===== config.mk =====
export PLATFORM = sky130hd
export DESIGN_NAME = dmem_arbiter_flat
export DESIGN_NICKNAME = d
export VERILOG_FILES = /design/src/rtl/dmem_arbiter_if.sv /design/src/rtl/dmem_arbiter.sv /design/src/flat_wrapper.sv
export SDC_FILE = /design/constraint.sdc
export NUM_CORES = 1
export LEC_CHECK = 0
export BUFFER_PORTS_ARGS = -buffer_cell sky130_fd_sc_hd__buf_4
export CELL_PAD_IN_SITES_DETAIL_PLACEMENT = 1
export CELL_PAD_IN_SITES_GLOBAL_PLACEMENT = 1
export CORE_MARGIN = 3
export CORE_UTILIZATION = 38
export DETAILED_ROUTE_END_ITERATION = 6
export GPL_TIMING_DRIVEN = 0
export PLACE_DENSITY = 0.82
export SLEW_MARGIN = 20
export SYNTH_ARGS = -nofsm -noshare
export SYNTH_HDL_FRONTEND = slang
export SYNTH_SLANG_ARGS = --single-unit

===== constraint.sdc =====
create_clock -name clk -period 10.6 [get_ports clk]
set_clock_uncertainty 0.1 [all_clocks]
set_input_delay 0.53 -clock clk [delete_from_list [all_inputs] [get_ports clk]]
set_output_delay 0.53 -clock clk [all_outputs]
set_load 0.01 [all_outputs]

===== src/rtl/dmem_arbiter_if.sv =====
// dmem_arbiter_if: one requester's load/store handshake into the shared data memory
interface dmem_arbiter_if;
  logic        req;
  logic        we;
  logic [1:0]  size;
  logic        uns;
  logic [31:0] addr;
  logic [31:0] wdata;
  logic        done;
  logic        err;
  logic [31:0] rdata;
  modport master(output req, we, size, uns, addr, wdata, input done, err, rdata);
  modport slave(input req, we, size, uns, addr, wdata, output done, err, rdata);
endinterface


===== src/rtl/dmem_arbiter.sv =====
// dmem_arbiter: round-robin two-port access to a word memory with sub-word load extension and RMW stores
module dmem_arbiter #(
  parameter int DEPTH = 1024,
  parameter int AW = $clog2(DEPTH)
) (
  input  logic        clk,
  input  logic        rst_n,
  dmem_arbiter_if.slave p0,
  dmem_arbiter_if.slave p1,
  output logic        mem_rd_en,
  output logic        mem_wr_en,
  output logic [31:0] mem_addr,
  output logic [31:0] mem_wdata,
  input  logic [31:0] mem_rdata,
  output logic        busy
);
  typedef enum logic [1:0] {IDLE, ACCESS, RMW_WR, RESP} state_t;
  state_t state;
  logic last_grant, gnt, we_q, uns_q, pick, sel_we, sel_uns, sel_err, word_st, sub_st;
  logic [1:0] size_q, sel_size, done_q, err_q;
  logic [AW+1:0] addr_q;
  logic [31:0] wdata_q, old_q, sel_addr, sel_wdata, lane, mask, merged, shifted, load_val;
  logic [1:0][31:0] rdata_q;
  logic [4:0] sh;
  assign pick = (p0.req && p1.req) ? ~last_grant : p1.req;
  assign sel_we = pick ? p1.we : p0.we;
  assign sel_uns = pick ? p1.uns : p0.uns;
  assign sel_size = pick ? p1.size : p0.size;
  assign sel_addr = pick ? p1.addr : p0.addr;
  assign sel_wdata = pick ? p1.wdata : p0.wdata;
  assign sel_err = (sel_size == 2'b11) || (sel_size == 2'b01 && sel_addr[0]) ||
                   (sel_size == 2'b10 && sel_addr[1:0] != 2'b00) || (sel_addr >= 32'(4 * DEPTH));
  assign word_st = we_q && size_q == 2'b10;
  assign sub_st = we_q && !size_q[1];
  // Lane offset in bits: byte at addr[1:0], half at addr[1], little-endian
  assign sh = size_q[0] ? {addr_q[1], 4'b0} : {addr_q[1:0], 3'b0};
  assign lane = size_q[0] ? 32'h0000_FFFF : 32'h0000_00FF;
  assign mask = lane << sh;
  assign merged = (old_q & ~mask) | ((wdata_q << sh) & mask);
  assign shifted = mem_rdata >> sh;
  assign load_val = size_q[1] ? mem_rdata :
                    size_q[0] ? {uns_q ? 16'h0 : {16{shifted[15]}}, shifted[15:0]} :
                                {uns_q ? 24'h0 : {24{shifted[7]}}, shifted[7:0]};
  assign mem_rd_en = state == ACCESS && !word_st;
  assign mem_wr_en = rst_n && ((state == ACCESS && word_st) || state == RMW_WR);
  assign mem_addr = (state == ACCESS || state == RMW_WR) ? {{(32 - AW){1'b0}}, addr_q[AW+1:2]} : '0;
  assign mem_wdata = state == RMW_WR ? merged : (state == ACCESS && word_st) ? wdata_q : '0;
  assign busy = state != IDLE;
  assign p0.done = done_q[0];
  assign p1.done = done_q[1];
  assign p0.err = err_q[0];
  assign p1.err = err_q[1];
  assign p0.rdata = rdata_q[0];
  assign p1.rdata = rdata_q[1];
  always_ff @(posedge clk) begin
    if (!rst_n) begin
      state <= IDLE;
      last_grant <= 1'b1;
      gnt <= 1'b0;
      done_q <= '0;
      err_q <= '0;
      rdata_q <= '0;
    end else begin
      done_q <= '0;
      err_q <= '0;
      case (state)
        IDLE: if (p0.req || p1.req) begin
          gnt <= pick;
          last_grant <= pick;
          we_q <= sel_we;
          uns_q <= sel_uns;
          size_q <= sel_size;
          addr_q <= sel_addr[AW+1:0];
          wdata_q <= sel_wdata;
          state <= sel_err ? RESP : ACCESS;
          done_q[pick] <= sel_err;
          err_q[pick] <= sel_err;
        end
        ACCESS: begin
          if (!we_q) rdata_q[gnt] <= load_val;
          old_q <= mem_rdata;
          state <= sub_st ? RMW_WR : RESP;
          done_q[gnt] <= !sub_st;
        end
        RMW_WR: begin
          state <= RESP;
          done_q[gnt] <= 1'b1;
        end
        default: state <= IDLE;
      endcase
    end
  end
endmodule


===== src/flat_wrapper.sv =====
// flat-port wrapper written by rule: the top's interface ports become plain ports
module dmem_arbiter_flat 
#(
  parameter int DEPTH = 1024,
  parameter int AW = $clog2(DEPTH)
)
  (clk, rst_n, mem_rd_en, mem_wr_en, mem_addr, mem_wdata, mem_rdata, busy, p0_req, p0_we, p0_size, p0_uns, p0_addr, p0_wdata, p0_done, p0_err, p0_rdata, p1_req, p1_we, p1_size, p1_uns, p1_addr, p1_wdata, p1_done, p1_err, p1_rdata);
  dmem_arbiter_if p0_i ();
  dmem_arbiter_if p1_i ();
  input  logic clk;
  input  logic rst_n;
  output logic mem_rd_en;
  output logic mem_wr_en;
  output logic [31:0] mem_addr;
  output logic [31:0] mem_wdata;
  input  logic [31:0] mem_rdata;
  output logic busy;
  input wire logic [$bits(p0_i.req)-1:0] p0_req;
  input wire logic [$bits(p0_i.we)-1:0] p0_we;
  input wire logic [$bits(p0_i.size)-1:0] p0_size;
  input wire logic [$bits(p0_i.uns)-1:0] p0_uns;
  input wire logic [$bits(p0_i.addr)-1:0] p0_addr;
  input wire logic [$bits(p0_i.wdata)-1:0] p0_wdata;
  output wire logic [$bits(p0_i.done)-1:0] p0_done;
  output wire logic [$bits(p0_i.err)-1:0] p0_err;
  output wire logic [$bits(p0_i.rdata)-1:0] p0_rdata;
  input wire logic [$bits(p1_i.req)-1:0] p1_req;
  input wire logic [$bits(p1_i.we)-1:0] p1_we;
  input wire logic [$bits(p1_i.size)-1:0] p1_size;
  input wire logic [$bits(p1_i.uns)-1:0] p1_uns;
  input wire logic [$bits(p1_i.addr)-1:0] p1_addr;
  input wire logic [$bits(p1_i.wdata)-1:0] p1_wdata;
  output wire logic [$bits(p1_i.done)-1:0] p1_done;
  output wire logic [$bits(p1_i.err)-1:0] p1_err;
  output wire logic [$bits(p1_i.rdata)-1:0] p1_rdata;
  assign p0_i.req = p0_req;
  assign p0_i.we = p0_we;
  assign p0_i.size = p0_size;
  assign p0_i.uns = p0_uns;
  assign p0_i.addr = p0_addr;
  assign p0_i.wdata = p0_wdata;
  assign p0_done = p0_i.done;
  assign p0_err = p0_i.err;
  assign p0_rdata = p0_i.rdata;
  assign p1_i.req = p1_req;
  assign p1_i.we = p1_we;
  assign p1_i.size = p1_size;
  assign p1_i.uns = p1_uns;
  assign p1_i.addr = p1_addr;
  assign p1_i.wdata = p1_wdata;
  assign p1_done = p1_i.done;
  assign p1_err = p1_i.err;
  assign p1_rdata = p1_i.rdata;
  dmem_arbiter #(.DEPTH(DEPTH), .AW(AW)) u_core (.clk(clk), .rst_n(rst_n), .p0(p0_i), .p1(p1_i), .mem_rd_en(mem_rd_en), .mem_wr_en(mem_wr_en), .mem_addr(mem_addr), .mem_wdata(mem_wdata), .mem_rdata(mem_rdata), .busy(busy));
endmodule

==> qor.txt <==
Sequential area share after synthesis: 0.545
Die footprint: 0.0202 sq mm
Worst vdd ir: 0.130 mV
# DRC: 0
Synth Warn #: 0
Reg-to-reg startpoint: u_core.size_q[0]
Clock Tree Buf Depth: 2
Die width: 142 um
Port bufs: 284
Clk slew on worst S/H paths: 0.06 ns
PwrDens: 208 mW/mm^2
Final Hold Vio Count: 0
CTS tree: done
Period utilisation layout: 0.328
CP max stage cell: edfxtp_1
Max Slew Vio Count: 0
Required time of the critical path: 9.97 ns
Worst EP arrival: 2.84 ns
Total power: 2.12 mW
Number of core rows: 49
Initial Util: 0.390
First-pass GRT wire length: 40600 um
Worst-Skew Late Latency: 0.42 ns
Yosys reg bits: 152
Vias in the first global route: 7020
Commonest non-fill, non-tap cells in the layout: buf_4 (306), edfxtp_1 (80), nand2_1 (79), dfxtp_1 (72), o21ai_0 (64)
Endpoint class of the critical path: primary output
Core area: 0.0181 sq mm
Initial antenna violation count: 0
Hold Path Sink: u_core.old_q[4]
Clk sinks: 152
Crit path max-delay family: buffers and inverters
Final #Nets: 1161
Outcome: complete, no violations
Grt ovf: 0
Via Count: 6753
Hold Path Depth: 1
Routability cong.: 0.873
Cts hold-fix bufs: 0
Setup tns final: 0 ns
Reg2reg path depth: 7
Netlist Area Pre-Place: 0.00705 sq mm
Fmax: 288 MHz
EDFF count, synth: 80
TritonCTS Buffers: 17
Vias per std cell: 5.50
Setup CP Type: flip-flop to primary output
Total track usage: 0.266
Synthesized instance count: 660
Post-CTS Setup Inserts: 0
Post-synth cell types: 46
Drt pass-1 iters: 5
Slowest Stage Delay on Critical Path: 0.56 ns
HPWL Detailed: 21600 um
Prevailing post-synth register cell: edfxtp_1
Initial DRC Count: 435
Setup Viol. Count Final: 0
Area Overhead vs Synth: 44.3%
H-tree levels: 4
Root Driver: clkbuf_16
Slew @ Worst Pin: 0.893 ns
WP buf/inv: 3
Fillers: 2034
Share of post-route cells with drive strength above 1: 0.408
Max-cap violations: 0
Fin crit period: 3.47 ns
CTS-repair resized insts: 0
Max transition margin: 0.404
WP depth: 7
Setup crit start kind: flip-flop
I/O pin count: 307
Die H: 142 um
Commonest non-fill, non-tap cell in the layout: buf_4
Worst r2r dst: u_core.p1.rdata[21]
Antenna Nets Post-Route: 0
CP cell instances: nor2b_1 -> buf_2 -> buf_1 -> mux2i_1 -> o21ai_0 -> a22o_1 -> buf_4
Pleak: 4.34 nW
Reg2reg setup slack: 7.95 ns
Multi-input gate area: 0.00292 sq mm
Average routed wire per standard cell: 22.5 um
Post-synth ARST share: 0
HP Class: primary input to flip-flop
Synth Area per Inst: 10.7 sq um
Hold path startpoint: mem_rdata[4]
Largest net degree at the start of global routing: 33
Final wirelength: 27600 um
Unrepaired setup endpoints after global routing: no
Reg area: 0.00384 sq mm
CP max FO: 10
ANT cells: 0
-- sequential cells by signal, indices dropped and copies added, names as in the netlist --
register and count:
u_core.wdata_q 32, u_core.p1.rdata 32, u_core.addr_q 12, u_core.gnt 1
u_core.err_q 2, u_core.state 2, u_core.old_q 32, u_core.p0.rdata 32
u_core.uns_q 1, u_core.we_q 1, u_core.last_grant 1, u_core.done_q 2
u_core.size_q 2
-- through the flow --
step                worst slack [ns]  cell area [sq um]   util  instances  hold WS [ns]
finish                          7.13              10200  0.563       1227         0.197
global route                    6.92              10200  0.563       1227         0.184
CTS                             7.14              10200  0.563       1227         0.186
detailed placement              7.61               9580  0.530       1195         0.372
global placement                5.88               9550  0.528       1194         0.358
floorplan                       7.15               7130      -        681         0.375
-- cell type report --
type                            instances  share of cell area
Sequential cell                       152               0.378
Clock inverter                         13              0.0133
Inverter                                9             0.00332
Buffer                                 68              0.0336
Clock buffer                           19              0.0456
Multi-Input combinational cell        452               0.287
Tap cell                              229              0.0282
Timing Repair Buffer                  285               0.211
-- where the power goes --
part / switching (mW) / internal [mW] / total [mW]
Sequential: 0.0498 / 0.728 / 0.778
Combinational: 0.409 / 0.320 / 0.728
Clock: 0.262 / 0.350 / 0.612
Total: 0.721 / 1.40 / 2.12
-- cells by family after synthesis --
logic type,share of synthesized area
compound gates,0.186
fa+ha+maj,0.00710
buf+inv,0.0532
flops,0.545
mux,0.107
other cells,0.000532
simple gates,0.101
-- per-layer routing --
metal | global-route usage | share of wire | vias up
met4 | 0.0879 | 0.025 | 0
met1 | 0.321 | 0.39 | 3306
met5 | 0 | 0 | -
met3 | 0.0638 | 0.076 | 47
met2 | 0.468 | 0.51 | 339
li1 | - | - | 3061
-- worst reg2reg max path, delay by kind of cell, from the launching register on --
family	cells	cell delay [ns]
muxes	1	0.61
AOI/OAI and AO/OA	3	0.59
DFF	1	0.56
buffers and inverters	2	0.53
and+or+nand+nor	1	0.20
-- cells in the mapped netlist, drive strengths merged, types with 8 or more instances --
library cell / instances / area, sq um
mux2: 57 / 642
nor3: 12 / 71.3
inv: 9 / 33.8
dfxtp: 72 / 1440
nand2b: 9 / 56.3
nor2: 16 / 60.1
o32ai: 14 / 123
nand2: 79 / 297
a22o: 32 / 280
buf: 26 / 184
o21ai: 66 / 334
a21oi: 53 / 265
a211oi: 8 / 60.1
o22ai: 12 / 75.1
clkbuf: 42 / 158
edfxtp: 80 / 2400
nor4: 10 / 62.6
and2: 11 / 68.8
mux2i: 9 / 90.1
-- worst max-delay path by stage --
stage	slack, ns	startpoint	end
2_1_floorplan	7.15	rst_n	u_core.addr_q[0]
3_3_place_gp	5.88	rst_n	u_core.wdata_q[0]
3_5_place_dp	7.61	u_core.size_q[1]	mem_wdata[19]
4_1_cts	7.14	u_core.size_q[1]	mem_wdata[21]
5_1_grt	6.92	u_core.size_q[1]	mem_wdata[14]
6_report	7.13	u_core.size_q[0]	mem_wdata[14]
(Power assumes the default switching activity.)
